$ cat src/rtl/sha_pkg.sv
// Shared SHA-256 core state encodings, bus widths and the sequencer's internal FSM states.
// The SHA core decodes its state input with the same ST_* values.
package sha_pkg;

    localparam int CHUNK_W = 512;
    localparam int HASH_W  = 256;

    typedef enum logic [2:0] {
        ST_IDLE  = 3'd0,
        ST_INIT  = 3'd2,
        ST_GAP   = 3'd3,
        ST_LOAD  = 3'd4,
        ST_COMP  = 3'd5,
        ST_FINAL = 3'd6,
        ST_CAPT  = 3'd7
    } core_state_e;

    // SETTLE and WAIT both present ST_GAP to the core but behave differently here.
    typedef enum logic [3:0] {
        S_IDLE,
        S_INIT,
        S_LOAD,
        S_COMP,
        S_SETTLE,
        S_WAIT,
        S_FINAL,
        S_CAPT
    } seq_state_e;

    function automatic core_state_e core_code(input seq_state_e s);
        case (s)
            S_INIT:   return ST_INIT;
            S_LOAD:   return ST_LOAD;
            S_COMP:   return ST_COMP;
            S_SETTLE: return ST_GAP;
            S_WAIT:   return ST_GAP;
            S_FINAL:  return ST_FINAL;
            S_CAPT:   return ST_CAPT;
            default:  return ST_IDLE;
        endcase
    endfunction

endpackage

$ cat src/rtl/sha256_sequencer.sv
// Control sequencer for the SHA-256 core: streams pre-padded chunks into the core,
// walks it through init/load/compress/final, and captures the digest with a valid pulse.
module sha256_sequencer
    import sha_pkg::*;
#(
    parameter int SETTLE_CYCLES = 0,
    parameter int CNT_W         = 16
) (
    input  logic               clock,
    input  logic               reset,
    input  logic [CHUNK_W-1:0] chunk_data,
    input  logic               chunk_valid,
    input  logic               chunk_last,
    output logic               chunk_ready,
    output logic [2:0]         core_state,
    output logic [CHUNK_W-1:0] core_chunk,
    input  logic [HASH_W-1:0]  core_hash,
    output logic [HASH_W-1:0]  hash_out,
    output logic               hash_valid,
    output logic               busy,
    output logic [CNT_W-1:0]   chunk_count
);

    localparam int SET_W = (SETTLE_CYCLES > 1) ? $clog2(SETTLE_CYCLES) : 1;
    localparam logic [SET_W-1:0] SETTLE_LOAD =
        SET_W'((SETTLE_CYCLES > 0) ? SETTLE_CYCLES - 1 : 0);

    seq_state_e         state_q, state_d;
    logic [CHUNK_W-1:0] chunk_q;
    logic               last_q;
    logic [CNT_W-1:0]   count_q;
    logic [SET_W-1:0]   settle_q;
    logic [HASH_W-1:0]  hash_q;
    logic               hash_valid_q;
    logic               accept;

    assign accept = chunk_valid && chunk_ready;

    always_ff @(posedge clock) begin
        if (!reset) begin
            state_q <= S_IDLE;
        end else begin
            state_q <= state_d;
        end
    end

    always_comb begin
        state_d = state_q;
        case (state_q)
            S_IDLE:   if (accept) state_d = S_INIT;
            S_INIT:   state_d = S_LOAD;
            S_LOAD:   state_d = S_COMP;
            S_COMP: begin
                if (SETTLE_CYCLES > 0) state_d = S_SETTLE;
                else if (last_q)       state_d = S_FINAL;
                else                   state_d = S_WAIT;
            end
            S_SETTLE: begin
                if (settle_q == '0) state_d = last_q ? S_FINAL : S_WAIT;
            end
            S_WAIT:   if (accept) state_d = S_LOAD;
            S_FINAL:  state_d = S_CAPT;
            S_CAPT:   state_d = S_IDLE;
            default:  state_d = S_IDLE;
        endcase
    end

    // Ready is a pure function of state and reset so the upstream never sees a combinational loop.
    always_comb begin
        chunk_ready = reset && ((state_q == S_IDLE) || (state_q == S_WAIT));
        core_state  = core_code(state_q);
        busy        = (state_q != S_IDLE);
    end

    always_ff @(posedge clock) begin
        if (!reset) begin
            chunk_q      <= '0;
            last_q       <= 1'b0;
            count_q      <= '0;
            settle_q     <= '0;
            hash_q       <= '0;
            hash_valid_q <= 1'b0;
        end else begin
            hash_valid_q <= 1'b0;
            if (accept) begin
                chunk_q <= chunk_data;
                last_q  <= chunk_last;
            end
            if ((state_q == S_IDLE) && accept) begin
                count_q <= '0;
            end else if (state_q == S_COMP) begin
                count_q <= count_q + CNT_W'(1);
            end
            if (state_q == S_COMP) begin
                settle_q <= SETTLE_LOAD;
            end else if ((state_q == S_SETTLE) && (settle_q != '0)) begin
                settle_q <= settle_q - SET_W'(1);
            end
            if (state_q == S_CAPT) begin
                hash_q       <= core_hash;
                hash_valid_q <= 1'b1;
            end
        end
    end

    assign core_chunk  = chunk_q;
    assign hash_out    = hash_q;
    assign hash_valid  = hash_valid_q;
    assign chunk_count = count_q;

endmodule

$ cat config.mk
export PLATFORM = sky130hd
export DESIGN_NAME = sha256_sequencer
export DESIGN_NICKNAME = d
export VERILOG_FILES = /design/src/rtl/sha_pkg.sv /design/src/rtl/sha256_sequencer.sv
export SDC_FILE = /design/constraint.sdc
export NUM_CORES = 2
export LEC_CHECK = 0
export ABC_CLOCK_PERIOD_IN_PS = 2190
export BUFFER_PORTS_ARGS = -buffer_cell sky130_fd_sc_hd__buf_2
export CAP_MARGIN = 20
export CORE_AREA = 2 2 607 609
export CTS_BUF_LIST = sky130_fd_sc_hd__clkbuf_16
export DETAILED_ROUTE_END_ITERATION = 7
export DIE_AREA = 0 0 609 611
export HOLD_SLACK_MARGIN = 0.02
export PLACE_DENSITY_LB_ADDON = 0.3
export SYNTH_ARGS = -nofsm -noshare
export SYNTH_HDL_FRONTEND = slang
export SYNTH_SLANG_ARGS = --single-unit
$ cat constraint.sdc
create_clock -name clock -period 2.19 [get_ports clock]
set_input_delay 0.3285 -clock clock [delete_from_list [all_inputs] [get_ports clock]]
set_output_delay 0.3285 -clock clock [all_outputs]
set_load 0.01 [all_outputs]
After elaboration in Yosys (flattened, before gate mapping) --
Index checks and enable logic that the tools add are counted.
Word-level totals: memories kept 0, memory bits (read-only) 0, input bits 772, latch bits 0, RAM bits 0, word-level logic and storage cells 38, output and inout bits 790, flip-flop bits (word level) 791
Cells by class: divide/modulo/power cells 0, magnitude comparators 0, equal/unequal tests 10, multipliers 0, reduce and logical (&&, ||, !) cells 11, shift operators 0, mux-type cells 7, add/subtract/negate cells 2, bitwise gates (word level) 1
Operators with widths (number):
- one-hot mux 4 bit (7 select lines) | 1
- one-hot mux 3 bit (6 select lines) | 1
- adder 16 x 1 -> 16 bit (second input constant) | 1
- == test 4 x 3 -> 1 bit (second input constant) | 4
- 2-to-1 mux 4 bit | 3
- == test 4 x 2 -> 1 bit (second input constant) | 2
- != test 2 bit (second input constant) | 3
- OR reduction 2 bit | 3
- == test 4 x 1 -> 1 bit (second input constant) | 1
- logical AND 1 bit | 4
- zero test 4 bit | 1
- nonzero test 4 bit | 1
- AND reduction 3 bit | 1
- 2-to-1 mux 2 bit | 1
- logical OR 1 bit | 1
- 2-to-1 mux 1 bit | 1
- NOT 1 bit | 1
- subtractor 1 bit (second input constant) | 1

Longest topological paths before layout --
word-level depth 6, gate-level depth with buffers 8, depth with buffers taken out 5

Worst setup path before layout --
No wires, ideal clock.
path type reg-to-reg, start register count_q[2] (netlist: chunk_count[2]), end register count_q[15] (netlist: chunk_count[15]), required time 2120 ps, stages on the path, launching flop included 6, path slack 562 ps, buffers on the path 1, arrival time 1558 ps, setup time 70 ps, clock period less this slack 1628 ps, path through dfxtp_1 > buf_2 > nand3_1 > or4_1 > or3_1 > a21oi_1
On the way: word-level cells in the longest chain between the ends 1
Ends and longest elaborated chain:
- start, declared | RTL line sha256_sequencer.sv:31 | logic [CNT_W-1:0] count_q;
- start signal, assigned | RTL line sha256_sequencer.sv:92 | count_q <= count_q + CNT_W'(1);
- adder 16 x 1 -> 16 bit | RTL line sha256_sequencer.sv:92
Every way passes these cells. A chain may end at the register's enable or synchronous reset.

Worst setup path after layout --
start register state_q[0], end output port busy
On the way: word-level cells in the longest chain between the ends 1
Ends and longest elaborated chain:
- start, declared | RTL line sha256_sequencer.sv:28 | seq_state_e state_q, state_d;
- start signal, assigned | RTL line sha256_sequencer.sv:43 | state_q <= state_d;
- nonzero test 4 bit | RTL line sha256_sequencer.sv:72 | busy = (state_q != S_IDLE);
- end, declared | RTL line sha256_sequencer.sv:20 | output logic busy,
Every way passes these cells.

==> parameters.txt <==
Parameter                              Value

Clock tree
  TritonCTS clock tree    yes
  Clock Tree Buf Depth    4
  Clock slew seen by the registers of the worst setup and hold paths    0.06 ns
  Clock H-tree levels    3
  Clock sink total    790
  Clock root cell    sky130_fd_sc_hd__clkbuf_16
  Clk Latency, worst-skew pair    0.84 ns
  Number of buffers added by the clock tree synthesis step    111

GRT
  Vias in the first global route    33.9k
  GRT Total Usage    13.5%
  Maximum number of pins on one net before global-route repair    109
  Global-route wire length before repair    335 mm
  Initial antenna violation count    167
  Final global-route overflow total    0

STA
  Final critical-path required period    2.22 ns
  Part of the cycle the worst path needs    101%
  Pins over their slew limit    0
  Unrepaired setup endpoints after global routing    yes
  Final worst-path setup slack    -0.0317 ns
  Clock tree skew after final layout    0.0618 ns
  Transition time at the pin with the least slew margin    0.706 ns
  Number of setup violations in the final report    1
  Hold violation count in the final report    0
  Worst slew margin    52.9%
  Achievable frequency    450 MHz

Flow run
  Count of max-cap constraint violations    0

Synth
  Post-synthesis cell type with the largest combined area    sky130_fd_sc_hd__dfxtp_1
  Dominant cell by count in the synthesized netlist    sky130_fd_sc_hd__nand2_1
  Sequential fraction of the synthesis area    56.8%
  Share of synthesized registers carrying an async set or reset    0%
  Number of enable-type register cells in the synthesized netlist    0
  Synthesized cell area    0.0278 mm^2
  Ys flop type    sky130_fd_sc_hd__dfxtp_1
  Synth Instances    3461
  Top cell types by occurrence after synthesis    sky130_fd_sc_hd__nand2_1 (1545), sky130_fd_sc_hd__dfxtp_1 (790), sky130_fd_sc_hd__nand3_1 (522), sky130_fd_sc_hd__a21boi_0 (259), sky130_fd_sc_hd__clkbuf_1 (139)
  Mean instance size in the synthesized netlist    8.04 um^2
  Synth top area cells    sky130_fd_sc_hd__dfxtp_1 (57%), sky130_fd_sc_hd__nand2_1 (21%), sky130_fd_sc_hd__nand3_1 (9.4%)
  Number of nets in the synthesized netlist    4234
  Count of cell types in the netlist    39
  Number of flip-flops and latches in the synthesized netlist    790
  Area share of the leading cell type in the synthesized netlist    56.8%
  Number of warnings issued by yosys    0

Finish
  Fraction of final layout cells with drive strength greater than 1    31.7%
  Area growth from synthesis to layout    91.8%
  Final layout net count    6538
  Post-route cell area    0.0534 mm^2

Pwr
  Lkg Pwr    24.6 nW
  Power Internal    29.9 mW
  Pwr per Cell Area    842 mW/mm^2
  Comb pwr share    22.5%
  Switching pwr    15.0 mW
  Net Sw Frac    33.5%
  Sequential cell fraction of total power    37.4%
  Fraction of power consumed by the clock network    40.1%
  Maximum ir drop on the vdd rail    0.637 mV
  Overall Power    45.0 mW

Setup path
  Flop-to-flop setup slack    0.11 ns
  Critical Path Fanout Max    3
  Slowest CP cell    sky130_fd_sc_hd__or3_4
  Worst Reg2Reg Path Length in Cells    7
  Crit path capture type    output pin
  Startpoint type of the worst setup path    register
  Crit path largest cell delay    0.41 ns
  Critical Path Sink    busy
  Setup crit start    state_q[0]
  Data required time of the worst path    1.86 ns
  Critical Path AT    1.89 ns
  Destination of the worst register-to-register timing path    chunk_count[15]
  Start of the worst register-to-register path    state_q[0]
  Critical Path, Cell by Cell    buf_12 > or3_4 > buf_6
  Category of the most critical setup path    reg2out

Detailed routing
  Post-detailed-routing wire length    263 mm
  Initial DRC Count    1919
  DR pass1 iterations    8
  Remaining antenna violation count after routing    0
  Via density    3.13
  Total number of vias    33.6k
  Residual DRC count    0
  Final routed wire length divided by cell count    24.5 um

Die
  Die Outline Area    0.372 mm^2
  Total number of placement rows    222
  Num ports    1562
  Area of the core    0.365 mm^2
  Chip height    611 um
  Die boundary width    609 um
  Effective utilization at floorplan    7.63%

Place
  IO buf count    1561
  Final weighted congestion in routability-driven placement    0.879
  Area post-placement    0.0419 mm^2
  Hpwl dp    223 mm

Run status
  Violations in the final reports    negative setup slack
  Run status    finished with violations

Min path
  Hold path startpoint    reset
  Kind of path behind the tightest hold check    in2reg
-- worst max-delay path: cells and delay by family, from the launching register on --
family	cells	cell delay [ns]
flip-flops	1	0.36
buffers and inverters	2	0.28
AND/OR/NAND/NOR	1	0.41
-- repair_timing --
item                       4_1_cts  5_1_grt
hold buffers                   772        0
hold endpoints to repair       772        0
gates cloned                     0        0
pin swaps                        1        0
resized for setup               19        0
buffers inserted                 6        0
setup endpoints to repair        4        2
-- cells in the final DEF, fill, tap and decap left out, types with 6 or more instances in the layout --
cell type                          n
sky130_fd_sc_hd__diode_2          44
sky130_fd_sc_hd__buf_12           39
sky130_fd_sc_hd__dlygate4sd3_1   772
sky130_fd_sc_hd__clkinvlp_4        6
sky130_fd_sc_hd__clkbuf_16       112
sky130_fd_sc_hd__buf_4            85
sky130_fd_sc_hd__a21boi_0        259
sky130_fd_sc_hd__a21oi_1           8
sky130_fd_sc_hd__bufinv_16         8
sky130_fd_sc_hd__nand2_1        1544
sky130_fd_sc_hd__clkinv_1         23
sky130_fd_sc_hd__inv_1            26
sky130_fd_sc_hd__nor2_1           11
sky130_fd_sc_hd__nand3_1         521
sky130_fd_sc_hd__clkinv_2         18
sky130_fd_sc_hd__dfxtp_1         787
sky130_fd_sc_hd__buf_2          1556
sky130_fd_sc_hd__o21ai_0           9
sky130_fd_sc_hd__inv_6             6
-- cell type report --
class                   count  area (um^2)
well taps                4816         6030
flip-flops and latches    790        15800
multi-input cells        2402        10900
clock inverters            90          706
inverters                   4         15.0
clock buffers             112         2800
fillers                 42180       312000
diodes                     44          110
repair buffers           2456        17000
-- flip-flops by register name, indices dropped and copies added (netlist names) --
register,flops
chunk_count,16
core_chunk,512
hash_out,256
hash_valid,1
last_q,1
settle_q,1
state_q,3
-- worst min-delay path by stage --
| stage | cells after the start | to | slack, ns |
|---|---|---|---|
| 6_report | 3 | state_q[0] | 0.13 |
| 2_1_floorplan | 2 | core_chunk[0] | 0.43 |
| 4_1_cts | 3 | hash_out[53] | 0.06 |
| 3_5_place_dp | 2 | core_chunk[349] | 0.44 |
| 5_1_grt | 3 | state_q[0] | 0.09 |
| 3_3_place_gp | 2 | core_chunk[293] | 0.44 |
-- power by group through the flow --
stage,logic [mW],clock network (mW),registers (mW)
after floorplan,2.36,0,17.7
after global placement,8.93,0,17.1
after detailed placement,8.88,0,17.1
after CTS,10.4,18.8,16.8
after global routing,11.0,19.2,17.0
final,10.1,18.0,16.8
-- metrics by stage --
| stage | hold slack (ns) | setup slack [ns] | instances | TNS (ns) | util [%] |
|---|---|---|---|---|---|
| 2_1_floorplan | 0.427 | 0.562 | 3461 | 0 | - |
| 3_3_place_gp | 0.439 | 0.236 | 9690 | 0 | 11.5 |
| 3_5_place_dp | 0.441 | 0.234 | 9690 | 0 | 11.5 |
| 4_1_cts | 0.0560 | -0.138 | 10670 | -0.228 | 14.6 |
| 5_1_grt | 0.0904 | -0.110 | 10702 | -0.180 | 14.6 |
| 6_report | 0.126 | -0.0317 | 10714 | -0.0317 | 14.6 |
-- kinds of logic (layout without fill, tap and decap cells) --
| family | Yosys count | in the layout | share of synthesized area, % |
|---|---|---|---|
| xor gates and xnor gates | 10 | 10 | 0.315 |
| DFF | 790 | 790 | 56.8 |
| muxes | 1 | 1 | 0.0360 |
| other | 0 | 44 | 0 |
| adders and majority gates | 1 | 1 | 0.0450 |
| AOI/OAI and AO/OA | 282 | 282 | 7.48 |
| and+or+nand+nor | 2108 | 2108 | 31.1 |
| buffers and inverters | 269 | 2662 | 4.15 |
-- metal layers --
layer	part of all wire (%)	GRT usage [%]	up-vias	routed length, um
met5	0.074	0	-	195
li1	-	-	15823	-
met4	3.6	4.26	28	9570
met3	10	5.92	460	26900
met1	37	14.2	15802	96000
met2	50	24.0	1458	130000
(Power assumes the default switching activity.)
